File: config.mk
export PLATFORM = sky130hd
export DESIGN_NAME = chunk_adder
export DESIGN_NICKNAME = d
export VERILOG_FILES = /design/src/rtl/chunk_adder.sv
export SDC_FILE = /design/constraint.sdc
export NUM_CORES = 1
export LEC_CHECK = 0
export BUFFER_PORTS_ARGS = -buffer_cell sky130_fd_sc_hd__buf_2
export CORE_MARGIN = 3
export CORE_UTILIZATION = 53
export DETAILED_ROUTE_END_ITERATION = 16
export PLACE_DENSITY_LB_ADDON = 0.3
export SLEW_MARGIN = 20
export SYNTH_ARGS = -nofsm -noshare
export SYNTH_HDL_FRONTEND = slang
export SYNTH_SLANG_ARGS = --single-unit
File: constraint.sdc
create_clock -name clk -period 3.45 [get_ports clk]
set_clock_uncertainty 0.15 [all_clocks]
set_input_delay 0.69 -clock clk [delete_from_list [all_inputs] [get_ports clk]]
set_output_delay 0.69 -clock clk [all_outputs]
set_load 0.03 [all_outputs]
File: src/rtl/chunk_adder.sv
// Multi-cycle valid/ready adder: CHUNK bits per clock with a registered inter-chunk carry.
// Optional subtract mode is enabled by defining CHUNK_ADDER_SUB_EN.
module chunk_adder #(
    parameter int WIDTH = 16,
    parameter int CHUNK = 4
) (
    input  logic             clk,
    input  logic             rst,
    input  logic             in_valid,
    output logic             in_ready,
    input  logic [WIDTH-1:0] a,
    input  logic [WIDTH-1:0] b,
    input  logic             cin,
`ifdef CHUNK_ADDER_SUB_EN
    input  logic             sub,
`endif
    output logic             out_valid,
    input  logic             out_ready,
    output logic [WIDTH-1:0] sum,
    output logic             cout,
    output logic             ovf
);

    localparam int NCHUNK = (CHUNK >= 1) ? WIDTH / CHUNK : 1;
    localparam int IDX_W  = (NCHUNK > 1) ? $clog2(NCHUNK) : 1;
    localparam logic [IDX_W-1:0] LAST_IDX = IDX_W'(NCHUNK - 1);

    generate
        if (CHUNK < 1 || (WIDTH % CHUNK) != 0) begin : g_bad_params
            $error("chunk_adder: CHUNK must be >= 1 and divide WIDTH");
        end
    endgenerate

    typedef enum logic [1:0] {IDLE, RUN, DONE} state_t;

    state_t state_reg, state_next;

    // Operands and result viewed as NCHUNK slices so the chunk index selects directly.
    logic [NCHUNK-1:0][CHUNK-1:0] a_reg, b_reg, sum_reg;
    logic [IDX_W-1:0]             idx_reg;
    logic                         carry_reg, cout_reg, ovf_reg;

    logic             accept, last_chunk, carry_init, c_chunk;
    logic [CHUNK-1:0] s_chunk;
    logic [WIDTH-1:0] b_eff;

`ifdef CHUNK_ADDER_SUB_EN
    // a - b is a + ~b + 1; cin is ignored when subtracting.
    assign b_eff      = sub ? ~b : b;
    assign carry_init = sub ? 1'b1 : cin;
`else
    assign b_eff      = b;
    assign carry_init = cin;
`endif

    assign accept     = in_valid && in_ready;
    assign last_chunk = (idx_reg == LAST_IDX);
    assign {c_chunk, s_chunk} = {1'b0, a_reg[idx_reg]} + {1'b0, b_reg[idx_reg]}
                              + {{CHUNK{1'b0}}, carry_reg};

    always_ff @(posedge clk) begin
        if (rst) begin
            state_reg <= IDLE;
        end else begin
            state_reg <= state_next;
        end
    end

    always_comb begin
        state_next = state_reg;
        case (state_reg)
            IDLE:    if (accept) state_next = RUN;
            RUN:     if (last_chunk) state_next = DONE;
            DONE:    if (out_ready) state_next = IDLE;
            default: state_next = IDLE;
        endcase
    end

    always_comb begin
        in_ready  = (state_reg == IDLE) && !rst;
        out_valid = (state_reg == DONE);
    end

    always_ff @(posedge clk) begin
        if (rst) begin
            a_reg     <= '0;
            b_reg     <= '0;
            sum_reg   <= '0;
            idx_reg   <= '0;
            carry_reg <= 1'b0;
            cout_reg  <= 1'b0;
            ovf_reg   <= 1'b0;
        end else if (accept) begin
            a_reg     <= a;
            b_reg     <= b_eff;
            carry_reg <= carry_init;
            idx_reg   <= '0;
        end else if (state_reg == RUN) begin
            sum_reg[idx_reg] <= s_chunk;
            carry_reg        <= c_chunk;
            if (last_chunk) begin
                idx_reg  <= '0;
                cout_reg <= c_chunk;
                // Signed overflow: operands agree in sign but the result does not.
                ovf_reg  <= (a_reg[NCHUNK-1][CHUNK-1] == b_reg[NCHUNK-1][CHUNK-1])
                         && (s_chunk[CHUNK-1] != a_reg[NCHUNK-1][CHUNK-1]);
            end else begin
                idx_reg <= idx_reg + 1'b1;
            end
        end
    end

    assign sum  = sum_reg;
    assign cout = cout_reg;
    assign ovf  = ovf_reg;

endmodule

==> results of run 1 <==
==> Yosys cell counts, drive strengths merged (3+ instances only) <==
cell,number
and2,5
nor2,17
a21oi,10
nand2b,35
mux4,8
buf,8
clkbuf,13
a21o,4
mux2i,3
nand2,41
nand3,5
nor3,4
a211oi,9
ha,7
inv,7
o21ai,33
dfxtp,55
==> critical path, stage by stage (launching register included) <==
cell       delay [ps]
dfxtp_1           670
mux4_2            570
inv_1              90
fa_1              190
inv_1              50
fa_1              390
a21o_2            200
a21oi_1           200
a2111oi_0         150
a21o_1            200
==> per-layer routing <==
| layer | track usage | wire length (um) | vias up |
|---|---|---|---|
| met5 | 0 | 0 | - |
| met3 | 0.0432 | 257 | 6 |
| met2 | 0.287 | 2150 | 43 |
| li1 | - | - | 1003 |
| met4 | 0.0604 | 60 | 0 |
| met1 | 0.243 | 2150 | 839 |
==> final timing paths <==
kind | depth (start not counted) | slack, ps | from | end
max reg2reg | 9 | 490 | idx_reg[0] | carry_reg
max | 9 | 490 | idx_reg[0] | carry_reg
min | 2 | 300 | sum[13] | sum[13]
min reg2reg | 2 | 300 | sum[13] | sum[13]
==> per-stage QoR <==
| step | hold slack (ps) | util | setup slack, ps | std cells | area [um^2] |
|---|---|---|---|---|---|
| global placement | 292 | 0.617 | 569 | 363 | 2720 |
| CTS | 308 | 0.635 | 450 | 371 | 2800 |
| detailed placement | 295 | 0.617 | 450 | 363 | 2720 |
| floorplan | 291 | - | 696 | 273 | 2450 |
| finish | 303 | 0.635 | 494 | 371 | 2800 |
| global route | 333 | 0.635 | 269 | 371 | 2800 |
==> final cells by class <==
| type | count | area (um^2) | area share |
|---|---|---|---|
| inverter | 7 | 26.3 | 0.00937 |
| tap | 52 | 65.1 | 0.0232 |
| clock buffer | 7 | 76.3 | 0.0272 |
| timing repair buffer | 59 | 303 | 0.108 |
| multi-input combinational | 190 | 1230 | 0.438 |
| clock inverter | 1 | 5.00 | 0.00178 |
| sequential | 55 | 1100 | 0.393 |
==> logic make-up after synthesis <==
logic type | after synthesis
xor gates and xnor gates | 1
buffers and inverters | 28
DFF | 55
adders and majority gates | 9
AOI/OAI and AO/OA | 58
muxes | 11
and+or+nand+nor | 111
==> power by group through the flow <==
stage               registers (mW)  clock network (mW)  logic (mW)
finish                       0.697               0.335       0.179
global route                 0.703               0.368       0.202
CTS                          0.698               0.344       0.181
detailed placement           0.712                   0       0.180
global placement             0.712                   0       0.176
floorplan                    0.714                   0       0.125
==> flow_metrics.py, run 1 <==
metrics = {
    "run_status": {
        "status": "completed",
    },
    "floorplanning": {
        "rows": 24,
        "design.core.area_um2": 4410,
        "die_area_um2": 5470,
        "start_util": 0.555,
        "num_io_pins": 57,
        "die_w_um": 74.0,
        "die_h_um": 74.0,
    },
    "clocking": {
        "cts_setup_buffers": 0,
        "cts_buffers": 5,
        "ctsResizeCount": 0,
        "clkTransAtPathRegs_ps": 90,
        "hold_buffers": 0,
        "clock_path_buffers": 2,
        "clock_sinks": 55,
        "cts-htree-levels": 2,
        "clock_latency_ps": 300,
        "cts_tree": "done",
        "cts.root.buffer_cell": "clkbuf_8",
    },
    "yosys": {
        "synthDistinctLibCells": 28,
        "ys_ff_latch": 55,
        "syn_inst": 273,
        "seq_area_frac_synth": 0.449,
        "avgSynthCellArea_um2": 8.97,
        "synth.area.top_cells": "dfxtp_1 45%, nand2b_1 8.9%, mux4_2 7.4%",
        "syn-cell-area_um2": 2450,
        "yosys_warnings": 0,
        "synth_adder_area_share": 0.0521,
        "yosys.area_share.xor_xnor": 0.00358,
        "ys.flop_type": "dfxtp_1",
        "synth_mux_area_frac": 0.0858,
        "synthSimpleGateAreaFrac": 0.221,
        "async_flop_share": 0,
        "synth_top_family_by_area": "simple AND/OR/NAND/NOR gates",
        "synth_top_area_share": 0.449,
        "synth_edf_count": 0,
        "synthesis.nets": 319,
        "synth_compound_area_frac": 0.138,
        "yosysTopAreaCell": "dfxtp_1",
    },
    "global_route": {
        "grt_pass1_vias": 1706,
        "grt_pass1_wl_um": 7710,
        "grt_max_degree": 56,
        "antenna_found_initial": 0,
        "grt.total_usage": 0.181,
        "grt-ovfl-total": 0,
    },
    "sta": {
        "tns_ps": 0,
        "min_period_ps": 2960,
        "hold_violations": 0,
        "tightest_slew_ps": 656,
        "slew_headroom": 0.562,
        "max_freq_mhz": 338,
        "rsz0062_at_grt": "false",
        "slew_viol_final": 0,
        "setup_viol": 0,
        "finalCritPeriodShare": 0.857,
    },
    "critical_path": {
        "path_class": "flip-flop to flip-flop",
        "cp_data_required_time_ps": 3500,
        "critical_path.endpoint_type": "flip-flop",
        "worstPathMaxFanout": 10,
        "cp-start-kind": "flip-flop",
        "arrival_ps": 3010,
    },
    "pwr": {
        "swShare": 0.260,
        "p_total_mw": 1.21,
        "p_int_uw": 896,
        "p_switching_uw": 315,
        "leakage_nw": 1.15,
        "seqPwrFrac": 0.576,
        "clkPwrFrac": 0.277,
        "power_frac_comb": 0.148,
        "peakVddDrop_v": 0.000283,
        "power_density_nw_per_um2": 432,
    },
    "finish": {
        "mostFrequentLayoutCell": "buf_2",
        "drive_gt1_frac": 0.241,
        "fill_cells": 383,
        "nNetsFinal": 364,
        "mostFrequentLayoutCells": "56 x buf_2, 55 x dfxtp_1, 41 x nand2_1, 35 x nand2b_1, 32 x o21ai_0",
        "antenna_cells": 0,
        "syn_to_final_growth_pct": 14.5,
    },
    "worst_hold_path": {
        "worstHoldPathType": "flip-flop to flip-flop",
    },
    "placement": {
        "hpwl_um": 3400,
        "place_congestion": 0.777,
        "portBuffers": 56,
    },
    "routing": {
        "drt-pass1-iter-count": 4,
        "drtAntennaViolNets": 0,
        "vias": 1891,
        "drc_errors": 0,
        "wl_um": 4620,
        "drt-initial-drc-count": 134,
        "via_per_inst": 5.10,
        "routedWlPerCell_um": 12.5,
    },
    "job": {
        "cap_violations": 0,
    },
}
No activity file was read; power rests on OpenSTA's default activity.
==> run 2: changes to the inputs <==
- CORE_UTILIZATION: 53 -> 54
- clock period: 3.45 -> 3.6 ns (I/O delays scaled with it)
==> run 2 against run 1 <==
Net effect: global-route usage increased by 0.28 points; worst setup slack improved by 140 ps; total power decreased by 0.41%; hold slack improved by 12 ps; non-clock buffer count decreased by 1; critical endpoint is now ovf.
==> flow_metrics.py, run 2 (synthesized netlist as in run 1, its figures left out) <==
metrics = {
    "run_status": {
        "status": "completed",
    },
    "floorplanning": {
        "die_w_um": 73.4,
        "die_area_um2": 5380,
        "rows": 23,
        "num_io_pins": 57,
        "start_util": 0.587,
        "die_h_um": 73.4,
        "design.core.area_um2": 4170,
    },
    "sta": {
        "rsz0062_at_grt": "false",
        "max_freq_mhz": 337,
        "hold-worst-slack_ps": 315,
        "tightest_slew_ps": 711,
        "slew_headroom": 0.526,
        "setup_viol": 0,
        "slew_viol_final": 0,
        "finalCritPeriodShare": 0.824,
        "hold_violations": 0,
        "tns_ps": 0,
        "min_period_ps": 2960,
    },
    "critical_path": {
        "path_class": "flip-flop to flip-flop",
        "critical_path.endpoint_type": "flip-flop",
        "r2r_start": "idx_reg[0]",
        "worstPathMaxFanout": 12,
        "crit-reg2reg-capture": "ovf",
        "arrival_ps": 3050,
        "reg2reg_depth": 6,
        "cp_data_required_time_ps": 3680,
        "regToRegSetupSlack_ps": 640,
        "cp-start-kind": "flip-flop",
    },
    "routing": {
        "drt-pass1-iter-count": 4,
        "drtAntennaViolNets": 0,
        "vias": 1901,
        "drt-initial-drc-count": 181,
        "drc_errors": 0,
        "routedWlPerCell_um": 12.7,
        "via_per_inst": 5.17,
        "wl_um": 4660,
    },
    "finish": {
        "nNetsFinal": 363,
        "drive_gt1_frac": 0.242,
        "antenna_cells": 0,
        "mostFrequentLayoutCell": "buf_2",
        "design_area_um2": 2810,
        "final_core_util": 0.674,
        "stdcell_count": 368,
        "multi_input_area_um2": 1230,
        "regArea_um2": 1100,
        "fill_cells": 349,
        "syn_to_final_growth_pct": 14.8,
        "mostFrequentLayoutCells": "56 x buf_2, 55 x dfxtp_1, 41 x nand2_1, 35 x nand2b_1, 32 x o21ai_0",
    },
    "pwr": {
        "peakVddDrop_v": 0.000253,
        "power_density_nw_per_um2": 429,
        "leakage_nw": 1.15,
    },
    "worst_hold_path": {
        "worstHoldPathType": "flip-flop to flip-flop",
        "hold_depth": 2,
        "hold_end": "sum[15]",
        "hp-start": "sum[15]",
    },
    "global_route": {
        "use_met1": 0.253,
        "antenna_found_initial": 0,
        "grt.total_usage": 0.183,
        "grt-ovfl-total": 0,
        "grt_max_degree": 56,
        "gr-usage-met2": 0.276,
        "grt_use_met3": 0.0520,
        "grt_pass1_wl_um": 7780,
        "grt_pass1_vias": 1727,
        "grt-busiest-layer": "met2",
    },
    "placement": {
        "placed_area_um2": 2710,
        "place_inst": 360,
        "place_congestion": 0.762,
        "hpwl_um": 3400,
        "portBuffers": 56,
    },
    "clocking": {
        "hold_buffers": 0,
        "cts-htree-levels": 2,
        "ctsResizeCount": 0,
        "clock_latency_ps": 310,
        "cts_tree": "done",
        "cts.root.buffer_cell": "clkbuf_8",
        "clock_path_buffers": 2,
        "cts_buffers": 5,
        "clkTransAtPathRegs_ps": 90,
        "clock_sinks": 55,
        "cts_setup_buffers": 0,
    },
    "job": {
        "cap_violations": 0,
    },
}
## run 2: cell count changes in the layout (fill, tap and decap cells not counted), sizes merged
| cell | before | now |
|---|---|---|
| buf | 59 | 58 |
| clkbuf | 7 | 8 |
| clkinv | 1 | 0 |
## run 2: critical path, cell delays in order (launching register included)
cell and delay, ps:
dfxtp_1 720, mux4_2 580, ha_1 370, and3b_1 210, or3_1 430, a21o_1 220, a311oi_2 210
## run 2: worst max path at each step
stage	startpoint	to
final	idx_reg[0]	ovf
after global routing	idx_reg[0]	ovf
after CTS	idx_reg[0]	carry_reg
after detailed placement	idx_reg[0]	carry_reg
after global placement	idx_reg[0]	ovf
after floorplan	idx_reg[0]	ovf
## run 2: report_power, final
group,internal (mW),switching [mW],total (mW)
Clock,0.176,0.191,0.367
Combinational,0.0774,0.0928,0.170
Sequential,0.643,0.0254,0.669
Total,0.897,0.309,1.21
## run 2: layout make-up
cell class / instances / area share
Multi-Input combinational cell: 190 / 0.436
Sequential cell: 55 / 0.391
Timing Repair Buffer: 58 / 0.105
Clock buffer: 8 / 0.0356
Tap cell: 50 / 0.0222
Inverter: 7 / 0.00934
## run 2: per-layer routing
metal	wire length, um	part of all wire	up-vias
met5	0	0	-
met4	70	0.015	0
met3	273	0.059	7
met2	2100	0.45	47
met1	2210	0.47	846
li1	-	-	1001
## run 2: per-stage QoR
| stage | total power, mW | setup slack (ps) |
|---|---|---|
| finish | 1.21 | 635 |
| global route | 1.26 | 444 |
| CTS | 1.21 | 612 |
| detailed placement | 0.854 | 624 |
| global placement | 0.849 | 677 |
| floorplan | 0.804 | 846 |
